[config.mk]
export PLATFORM = sky130hd
export DESIGN_NAME = pipeline_hazard_ctrl
export DESIGN_NICKNAME = d
export VERILOG_FILES = /design/src/rtl/pipeline_hazard_ctrl.sv
export SDC_FILE = /design/constraint.sdc
export NUM_CORES = 1
export LEC_CHECK = 0
export CORE_MARGIN = 2
export CORE_UTILIZATION = 56
export DETAILED_ROUTE_END_ITERATION = 12
export DONT_BUFFER_PORTS = 1
export PLACE_DENSITY = 0.71
export REMOVE_ABC_BUFFERS = 1
export SLEW_MARGIN = 0
export SYNTH_ARGS = -nofsm -noshare
export SYNTH_HDL_FRONTEND = slang
export SYNTH_SLANG_ARGS = --single-unit
[constraint.sdc]
create_clock -name clk -period 2.3 [get_ports clk]
set_input_delay 0.46 -clock clk [delete_from_list [all_inputs] [get_ports clk]]
set_output_delay 0.46 -clock clk [all_outputs]
set_load 0.01 [all_outputs]
[src/rtl/pipeline_hazard_ctrl.sv]
// Hazard and pipeline-control unit: load-use bubbles, redirect flushes, memory wait states, debug halt.
// Optional performance counters are built when HAZARD_PERF_CNT_EN is defined.
module pipeline_hazard_ctrl #(
    parameter int NUM_WAIT_MAX = 255
) (
    input  logic        clk,
    input  logic        reset,
    input  logic [4:0]  rs1_IF,
    input  logic [4:0]  rs2_IF,
    input  logic        use_rs1_IF,
    input  logic        use_rs2_IF,
    input  logic [4:0]  rd_ID,
    input  logic        rf_wr_en_ID,
    input  logic [2:0]  dm_rd_ctrl_ID,
    input  logic        is_debug_ID,
    input  logic        redirect_EX,
    input  logic        mem_busy,
    input  logic        debug_resume,
    output logic        stall_IF,
    output logic        stall,
    output logic        stall_EXM,
    output logic        flush,
    output logic        flush_IFR,
    output logic        pc_redirect,
    output logic        mem_timeout,
    output logic [1:0]  state_o,
    output logic [31:0] perf_stall_cnt,
    output logic [31:0] perf_flush_cnt
);

    typedef enum logic [1:0] {
        ST_RUN      = 2'd0,
        ST_MEM_WAIT = 2'd1,
        ST_REDIRECT = 2'd2,
        ST_HALT     = 2'd3
    } state_t;

    localparam logic [16:0] WAIT_MAX = 17'(NUM_WAIT_MAX);

    state_t      state_q, state_d;
    logic [15:0] wait_cnt_q, wait_cnt_d;
    logic [15:0] wait_cnt_inc;
    logic        mem_timeout_q, mem_timeout_d;
    logic        lu;
    logic        run_eval;

    // Handshake note: every control output is a level valid only in the current cycle;
    // the stage registers sample them on the same rising edge, there is no ready back-pressure.

    always_comb begin
        lu = (dm_rd_ctrl_ID != 3'd0) && rf_wr_en_ID && (rd_ID != 5'd0) &&
             ((use_rs1_IF && (rs1_IF == rd_ID)) || (use_rs2_IF && (rs2_IF == rd_ID)));
    end

    // MEM_WAIT falls back to the RUN priority chain in the cycle the memory completes.
    always_comb begin
        run_eval = (state_q == ST_RUN) || ((state_q == ST_MEM_WAIT) && !mem_busy);
    end

    always_comb begin
        stall_IF    = 1'b0;
        stall       = 1'b0;
        stall_EXM   = 1'b0;
        flush       = 1'b0;
        flush_IFR   = 1'b0;
        pc_redirect = 1'b0;
        state_d     = state_q;

        case (state_q)
            ST_RUN: begin
                state_d = ST_RUN;
            end
            ST_MEM_WAIT: begin
                if (mem_busy) begin
                    stall_IF  = 1'b1;
                    stall     = 1'b1;
                    stall_EXM = 1'b1;
                    state_d   = ST_MEM_WAIT;
                end
            end
            ST_REDIRECT: begin
                flush_IFR = 1'b1;
                if (mem_busy) begin
                    stall_IF  = 1'b1;
                    stall     = 1'b1;
                    stall_EXM = 1'b1;
                    state_d   = ST_MEM_WAIT;
                end else begin
                    state_d = ST_RUN;
                end
            end
            ST_HALT: begin
                if (mem_busy) begin
                    stall_IF  = 1'b1;
                    flush     = 1'b1;
                    stall_EXM = 1'b1;
                    state_d   = ST_HALT;
                end else if (debug_resume) begin
                    state_d = ST_RUN;
                end else begin
                    stall_IF = 1'b1;
                    flush    = 1'b1;
                    state_d  = ST_HALT;
                end
            end
            default: begin
                state_d = ST_RUN;
            end
        endcase

        if (run_eval) begin
            if (mem_busy) begin
                stall_IF  = 1'b1;
                stall     = 1'b1;
                stall_EXM = 1'b1;
                state_d   = ST_MEM_WAIT;
            end else if (redirect_EX) begin
                pc_redirect = 1'b1;
                flush       = 1'b1;
                flush_IFR   = 1'b1;
                state_d     = ST_REDIRECT;
            end else if (is_debug_ID) begin
                stall_IF = 1'b1;
                flush    = 1'b1;
                state_d  = ST_HALT;
            end else if (lu) begin
                stall_IF = 1'b1;
                flush    = 1'b1;
                state_d  = ST_RUN;
            end else begin
                state_d = ST_RUN;
            end
        end

        // Reset empties the pipe: flush both front-end registers, hold nothing.
        if (reset) begin
            stall_IF    = 1'b0;
            stall       = 1'b0;
            stall_EXM   = 1'b0;
            pc_redirect = 1'b0;
            flush       = 1'b1;
            flush_IFR   = 1'b1;
            state_d     = ST_RUN;
        end
    end

    always_comb begin
        wait_cnt_inc  = (&wait_cnt_q) ? wait_cnt_q : (wait_cnt_q + 16'd1);
        wait_cnt_d    = 16'd0;
        mem_timeout_d = mem_timeout_q;
        if (state_q == ST_MEM_WAIT) begin
            if (({1'b0, wait_cnt_q} + 17'd1) >= WAIT_MAX) begin
                mem_timeout_d = 1'b1;
            end
            if (state_d == ST_MEM_WAIT) begin
                wait_cnt_d = wait_cnt_inc;
            end
        end
        if (reset) begin
            wait_cnt_d    = 16'd0;
            mem_timeout_d = 1'b0;
        end
    end

    always_ff @(posedge clk) begin
        state_q       <= state_d;
        wait_cnt_q    <= wait_cnt_d;
        mem_timeout_q <= mem_timeout_d;
    end

    assign state_o     = state_q;
    assign mem_timeout = mem_timeout_q;

`ifdef HAZARD_PERF_CNT_EN
    logic [31:0] perf_stall_q, perf_stall_d;
    logic [31:0] perf_flush_q, perf_flush_d;
    logic        lu_bubble;

    // A load-use bubble is the lowest-priority RUN action that actually fired.
    always_comb begin
        lu_bubble = run_eval && !mem_busy && !redirect_EX && !is_debug_ID && lu && !reset;
    end

    always_comb begin
        perf_stall_d = perf_stall_q;
        perf_flush_d = perf_flush_q;
        if (stall_IF && !(&perf_stall_q)) begin
            perf_stall_d = perf_stall_q + 32'd1;
        end
        if ((pc_redirect || lu_bubble) && !(&perf_flush_q)) begin
            perf_flush_d = perf_flush_q + 32'd1;
        end
        if (reset) begin
            perf_stall_d = 32'd0;
            perf_flush_d = 32'd0;
        end
    end

    always_ff @(posedge clk) begin
        perf_stall_q <= perf_stall_d;
        perf_flush_q <= perf_flush_d;
    end

    assign perf_stall_cnt = perf_stall_q;
    assign perf_flush_cnt = perf_flush_q;
`else
    assign perf_stall_cnt = 32'd0;
    assign perf_flush_cnt = 32'd0;
`endif

endmodule
==> flow_summary_export.csv, run 1 <==
group,metric,value,unit
run_status,status,"finished, final reports clean",
timing,finalSetupTns,0,ps
cts,cts_root_buf,"clkbuf_4",
critical_path,ff2ff_path_depth,7,
floorplanning,die-area,3792,µm²
logic_synthesis,syn-instance-count,236,
floorplanning,placementRows,20,
critical_path,cp-end-kind,"output pin",
floorplanning,die_h,61.58,µm
critical_path,cp.required,1840,ps
flow_run,max-cap-violations,0,
detailed_routing,vias,1353,
detailed_routing,ant_nets,0,
hold_path,hold-path-endpoint,"state_o[1]",
hold_path,min_from,"reset",
detailed_routing,wl_per_cell,10.65,µm
placed_design,place_hpwl,2312,µm
detailed_routing,wl,2962,µm
placed_design,portBuffers,0,
detailed_routing,vias_per_cell,4.867,
detailed_routing,dr_wl_met3,206,µm
detailed_routing,drt_iter0_markers,49,
hold_path,hold_class,"input port to register",
timing,finalCritPeriodShare,93.41,%
global_routing,grt_pass1_wl,4574,µm
floorplanning,die_x,61.58,µm
cts,path_clk_slew,110,ps
global_routing,antenna_found_initial,0,
global_routing,gr-total-overflow,0,
logic_synthesis,postSynthRegisterBits,19,
timing,max_clock_freq,465.5,MHz
floorplanning,ios,100,
timing,min_period,2148,ps
timing,drv_slew,0,
final_layout,nets,269,
cts,cts_tree,"built",
logic_synthesis,ys_warn_count,0,
critical_path,path_class,"register to output pin",
power,p_per_area,400.4,nW/µm²
cts,cts_inserted_buffers,3,
global_routing,grt_max_degree,17,
floorplanning,start_util,59.84,%
timing,setup_viol,0,
critical_path,cp_max_fo,7,
critical_path,r2r_slack,270,ps
timing,postLayoutSetupSlackWorst,151.6,ps
final_layout,diodes,0,
cts,h-tree-depth,1,
critical_path,r2r-end,"mem_timeout",
placed_design,dp_slack,132.2,ps
detailed_routing,drtPass1Iterations,4,
final_layout,layout-drive-gt1-share,8.120,%
timing,worst_pin_slew,496.0,ps
logic_synthesis,avgSynthCellArea,7.868,µm²
detailed_routing,routed.top_layer,"met4",
cts,postCtsSetupRepairBufs,0,
cts,clock-sinks,19,
cts,cts_max_path_buffers,2,
critical_path,worstPathArrival,1690,ps
detailed_routing,drc,0,
hold_path,min_path_cells,1,
critical_path,r2r-start,"wait_cnt_q[0]",
timing,hold_viol_final,0,
final_layout,fillers,294,
cts,clk_latency,310,ps
timing,fin_skew,8.164,ps
logic_synthesis,synth_seq_area_share,20.49,%
power,ir_drop,187.9,µV
detailed_routing,dr_wl_met2,1403,µm
critical_path,start_kind,"register",
power,p_leak,0.7060,nW
global_routing,track_usage,15.71,%
timing,maxSlewHeadroom,66.81,%
timing,rsz0062_at_grt,"no",
logic_synthesis,yosysUniqueCellTypes,44,
placed_design,place_congestion,0.7801,
cts,cts_hold_buf,0,
detailed_routing,drt-met1-wl,1292,µm
final_layout,area_growth_syn_to_layout,-8.895,%
logic_synthesis,synth_area,1857,µm²
global_routing,grt_pass1_vias,1068,
floorplanning,core_area,3103,µm²
==> stage by stage <==
| stage | total power, mW | utilization (%) | std cells | hold WS, ps | area [µm²] |
|---|---|---|---|---|---|
| CTS | 0.6828 | 54.07 | 278 | 199.0 | 1678 |
| finish | 0.6774 | 54.52 | 278 | 211.2 | 1692 |
| global placement | 0.5058 | 53.19 | 274 | 522.9 | 1650 |
| floorplan | 0.4847 | - | 227 | 493.7 | 1573 |
| global route | 0.7236 | 54.52 | 278 | 194.4 | 1692 |
| detailed placement | 0.5057 | 53.19 | 274 | 532.0 | 1650 |
==> logic make-up (layout without fill, tap and decap cells) <==
group,after synthesis,in the layout,share of synthesized area (%)
AND/OR/NAND/NOR,66,66,19.14
buffers and inverters,77,12,29.04
other,1,64,0.2020
XOR/XNOR,25,25,11.79
multiplexers,1,1,0.6064
adder cells (fa/ha/maj),7,7,4.717
AO/OA/AOI/OAI,40,40,14.02
flip-flops,19,19,20.48
==> registers in the layout (all words and copies together) (netlist names) <==
signal and flops:
mem_timeout 1, state_o 2, wait_cnt_q 16
==> worst max-delay path, cell delays in order (launching register included) <==
cell,delay (ps)
dfxtp_2,370
inv_1,100
ha_2,250
a21oi_1,110
or3_1,310
o22ai_1,230
==> cells in the final DEF, fill, tap and decap left out, drive strengths merged, types with 2 or more instances in the layout <==
| master | synthesis | routed |
|---|---|---|
| nor4 | 4 | 4 |
| dfxtp | 19 | 19 |
| and3 | 5 | 5 |
| xor2 | 13 | 13 |
| nor2 | 22 | 22 |
| nor2b | 3 | 3 |
| inv | 5 | 5 |
| a31oi | 3 | 3 |
| o21ai | 3 | 3 |
| ha | 7 | 7 |
| o21bai | 3 | 3 |
| nor3 | 2 | 2 |
| a21oi | 15 | 15 |
| buf | 67 | 3 |
| a311oi | 2 | 2 |
| xnor2 | 12 | 12 |
| o211ai | 3 | 3 |
| nand3b | 3 | 3 |
| nand2 | 9 | 9 |
| or3 | 3 | 3 |
| nand3 | 7 | 7 |
| nand4 | 4 | 4 |
| clkbuf | 5 | 3 |
| a211oi | 2 | 2 |
| conb | 1 | 64 |
==> area by class of cell <==
cell class	count	area, µm²	area share, %
repair buffers	3	22.52	1.331
flip-flops and latches	19	382.9	22.63
inverters	5	18.77	1.109
multi-input cells	203	1185	70.04
clock inverters	1	5.005	0.2959
well taps	44	55.05	3.254
clock buffers	3	22.52	1.331
==> how the worst max path moves through the flow <==
stage | startpoint | end | slack, ps
after floorplan | rd_ID[1] | stall_IF | 260
after global placement | rd_ID[1] | stall_IF | 160
after detailed placement | rd_ID[1] | stall_IF | 130
after CTS | state_o[1] | stall_IF | 20
after global routing | state_o[1] | stall_IF | 30
final | state_o[1] | stall_IF | 150
==> report_power, final <==
part	switching, mW	internal [mW]	total [mW]
clock network	0.107	0.0650	0.172
logic	0.112	0.0506	0.162
registers	0.00778	0.335	0.343
total	0.227	0.451	0.677
==> cells in the mapped netlist, drive strengths merged <==
cell | number | share of area, %
buf | 67 | 27
nor2 | 22 | 4.4
dfxtp | 19 | 20
a21oi | 15 | 4.0
xor2 | 13 | 6.1
xnor2 | 12 | 5.7
nand2 | 9 | 1.8
ha | 7 | 4.7
nand3 | 7 | 1.9
and3 | 5 | 2.0
clkbuf | 5 | 1.0
inv | 5 | 1.0
nand4 | 4 | 2.2
nor4 | 4 | 1.3
a31oi | 3 | 1.0
nand3b | 3 | 1.2
nor2b | 3 | 1.0
o211ai | 3 | 1.2
o21ai | 3 | 0.81
o21bai | 3 | 1.2
or3 | 3 | 1.0
a211oi | 2 | 0.81
a311oi | 2 | 0.94
nor3 | 2 | 0.54
a211o | 1 | 0.47
a21boi | 1 | 0.40
a2bb2oi | 1 | 0.47
a31o | 1 | 0.47
a41oi | 1 | 0.47
and4 | 1 | 0.61
conb | 1 | 0.20
mux2 | 1 | 0.61
nand2b | 1 | 0.34
o22a | 1 | 0.47
o22ai | 1 | 0.34
o31ai | 1 | 0.40
o32ai | 1 | 0.47
or2 | 1 | 0.34
or4 | 1 | 0.40
==> what timing repair did <==
item | CTS | global route
endpoints found under the hold margin | 0 | 0
endpoints found under the setup margin | 0 | 2
resized for setup | 0 | 5
==> layer usage <==
metal	vias up	global-route usage [%]
li1	673	-
met1	608	20.79
met2	65	26.02
met3	7	1.471
met4	0	6.687
met5	-	0
Power figures use the tool's default switching activity.
==> run 2: changes to the inputs <==
--- a/config.mk
+++ b/config.mk
@@ -7,9 +7,10 @@
 export LEC_CHECK = 0
 export CORE_MARGIN = 2
 export CORE_UTILIZATION = 56
+export CTS_BUF_LIST = sky130_fd_sc_hd__clkbuf_4
 export DETAILED_ROUTE_END_ITERATION = 12
 export DONT_BUFFER_PORTS = 1
-export PLACE_DENSITY = 0.71
+export PLACE_DENSITY_LB_ADDON = 0.05
 export REMOVE_ABC_BUFFERS = 1
 export SLEW_MARGIN = 0
 export SYNTH_ARGS = -nofsm -noshare
==> flow_summary_export.csv, run 2 (synthesis gave the netlist of run 1 again) <==
group,metric,value,unit
placed_design,place_hpwl,2680,µm
timing,setup_viol,0,
floorplanning,core_area,3103,µm²
detailed_routing,vias,1377,
run_status,status,"finished, final reports clean",
final_layout,nets,270,
final_layout,area_growth_syn_to_layout,-8.693,%
cts,cts_max_path_buffers,2,
floorplanning,start_util,59.84,%
detailed_routing,drtPass1Iterations,4,
critical_path,worstPathArrival,1740,ps
global_routing,grt_max_degree,15,
floorplanning,die_x,61.58,µm
timing,hold_viol_final,0,
cts,clk_latency,300,ps
global_routing,grt_pass1_vias,1179,
critical_path,cp_slowest_stage_delay,370,ps
final_layout,diodes,0,
critical_path,crit_path_top_delay_cell,"dfxtp_2",
power,ir_drop,327.5,µV
cts,post_cts_resized,0,
global_routing,gr-total-overflow,0,
final_layout,top_register,"wait_cnt_q",
cts,h-tree-depth,1,
placed_design,portBuffers,0,
final_layout,utilization,54.64,%
timing,fin_skew,5.420,ps
cts,cts_root_buf,"clkbuf_4",
detailed_routing,wl,3348,µm
placed_design,place_congestion,0.8384,
critical_path,path_buf_inv,1,
cts,postCtsSetupRepairBufs,0,
cts,cts_tree,"built",
timing,min_period,2197,ps
detailed_routing,drc,0,
final_layout,fin_area,1695,µm²
final_layout,largest_reg_flops,16,
final_layout,layout-drive-gt1-share,7.660,%
floorplanning,placementRows,20,
cts,cts_hold_buf,0,
critical_path,cp_max_fo,7,
detailed_routing,wl_per_cell,12.00,µm
cts,cts_inserted_buffers,3,
cts,clock-sinks,19,
final_layout,layout_commonest_cell,"conb_1",
power,p_per_area,411.5,nW/µm²
power,p_leak,0.7135,nW
flow_run,max-cap-violations,0,
timing,drv_slew,0,
hold_path,hold_class,"input port to register",
final_layout,layout_common_cells,"64 x conb_1, 22 x nor2_1, 17 x dfxtp_1",
detailed_routing,drt_iter0_markers,37,
global_routing,grt_pass1_wl,5202,µm
critical_path,start_kind,"register",
critical_path,cp.required,1840,ps
global_routing,track_usage,17.87,%
global_routing,antenna_found_initial,0,
detailed_routing,vias_per_cell,4.935,
timing,finalSetupTns,0,ps
floorplanning,die_h,61.58,µm
timing,rsz0062_at_grt,"no",
critical_path,critPathTopFamily,"flip-flops",
timing,max_clock_freq,455.2,MHz
critical_path,path_cells,"inv_1 > ha_1 > a21oi_1 > or3_1 > o22ai_1",
detailed_routing,ant_nets,0,
timing,finalCritPeriodShare,95.51,%
floorplanning,ios,100,
placed_design,placed_cell_area,1658,µm²
cts,path_clk_slew,100,ps
critical_path,cp-end-kind,"output pin",
critical_path,path_class,"register to output pin",
floorplanning,die-area,3792,µm²
[run 2: cell type report]
class	instances	area, µm²
tap	44	55.05
clock buffer	4	30.03
fill	317	1408
inverter	5	18.77
multi-input combinational	203	1179
timing repair buffer	4	30.03
sequential	19	382.9
[run 2: worst register-to-register path, stage by stage, from the launching register on]
cell,delay [ps]
dfxtp_1,430
ha_1,250
and3_4,240
nand4_4,130
or3_1,400
mux2_2,270
o32ai_1,140
a41oi_1,140
[run 2: path summary, 6_finish.rpt]
check	start	to	cells after the start	slack, ps
worst max-delay path	state_o[0]	stall_IF	5	100
worst min-delay path	reset	state_o[0]	1	210
worst max register to register	wait_cnt_q[1]	mem_timeout	7	180
worst min register to register	wait_cnt_q[15]	wait_cnt_q[15]	1	560
[run 2: metrics by stage]
step	hold WS, ps	total power, mW	instances	worst slack (ps)
after global placement	527.9	0.5103	275	175.1
after detailed placement	537.5	0.5120	275	179.7
after CTS	219.9	0.6944	279	43.45
final	209.3	0.6976	279	103.3
after floorplan	493.7	0.4847	227	257.8
after global routing	191.3	0.7385	279	6.128
[run 2: power by group]
part | total [mW] | internal (mW) | switching [mW]
clock network | 0.186 | 0.0795 | 0.106
logic | 0.169 | 0.0534 | 0.116
registers | 0.343 | 0.335 | 0.00773
total | 0.698 | 0.468 | 0.230
[run 2: layer usage]
| layer | vias up | routed length [µm] | track usage, % |
|---|---|---|---|
| met4 | 0 | 31 | 3.343 |
| li1 | 674 | - | - |
| met1 | 639 | 1360 | 22.34 |
| met2 | 58 | 1713 | 30.68 |
| met3 | 6 | 242 | 5.252 |
| met5 | - | 0 | 0 |
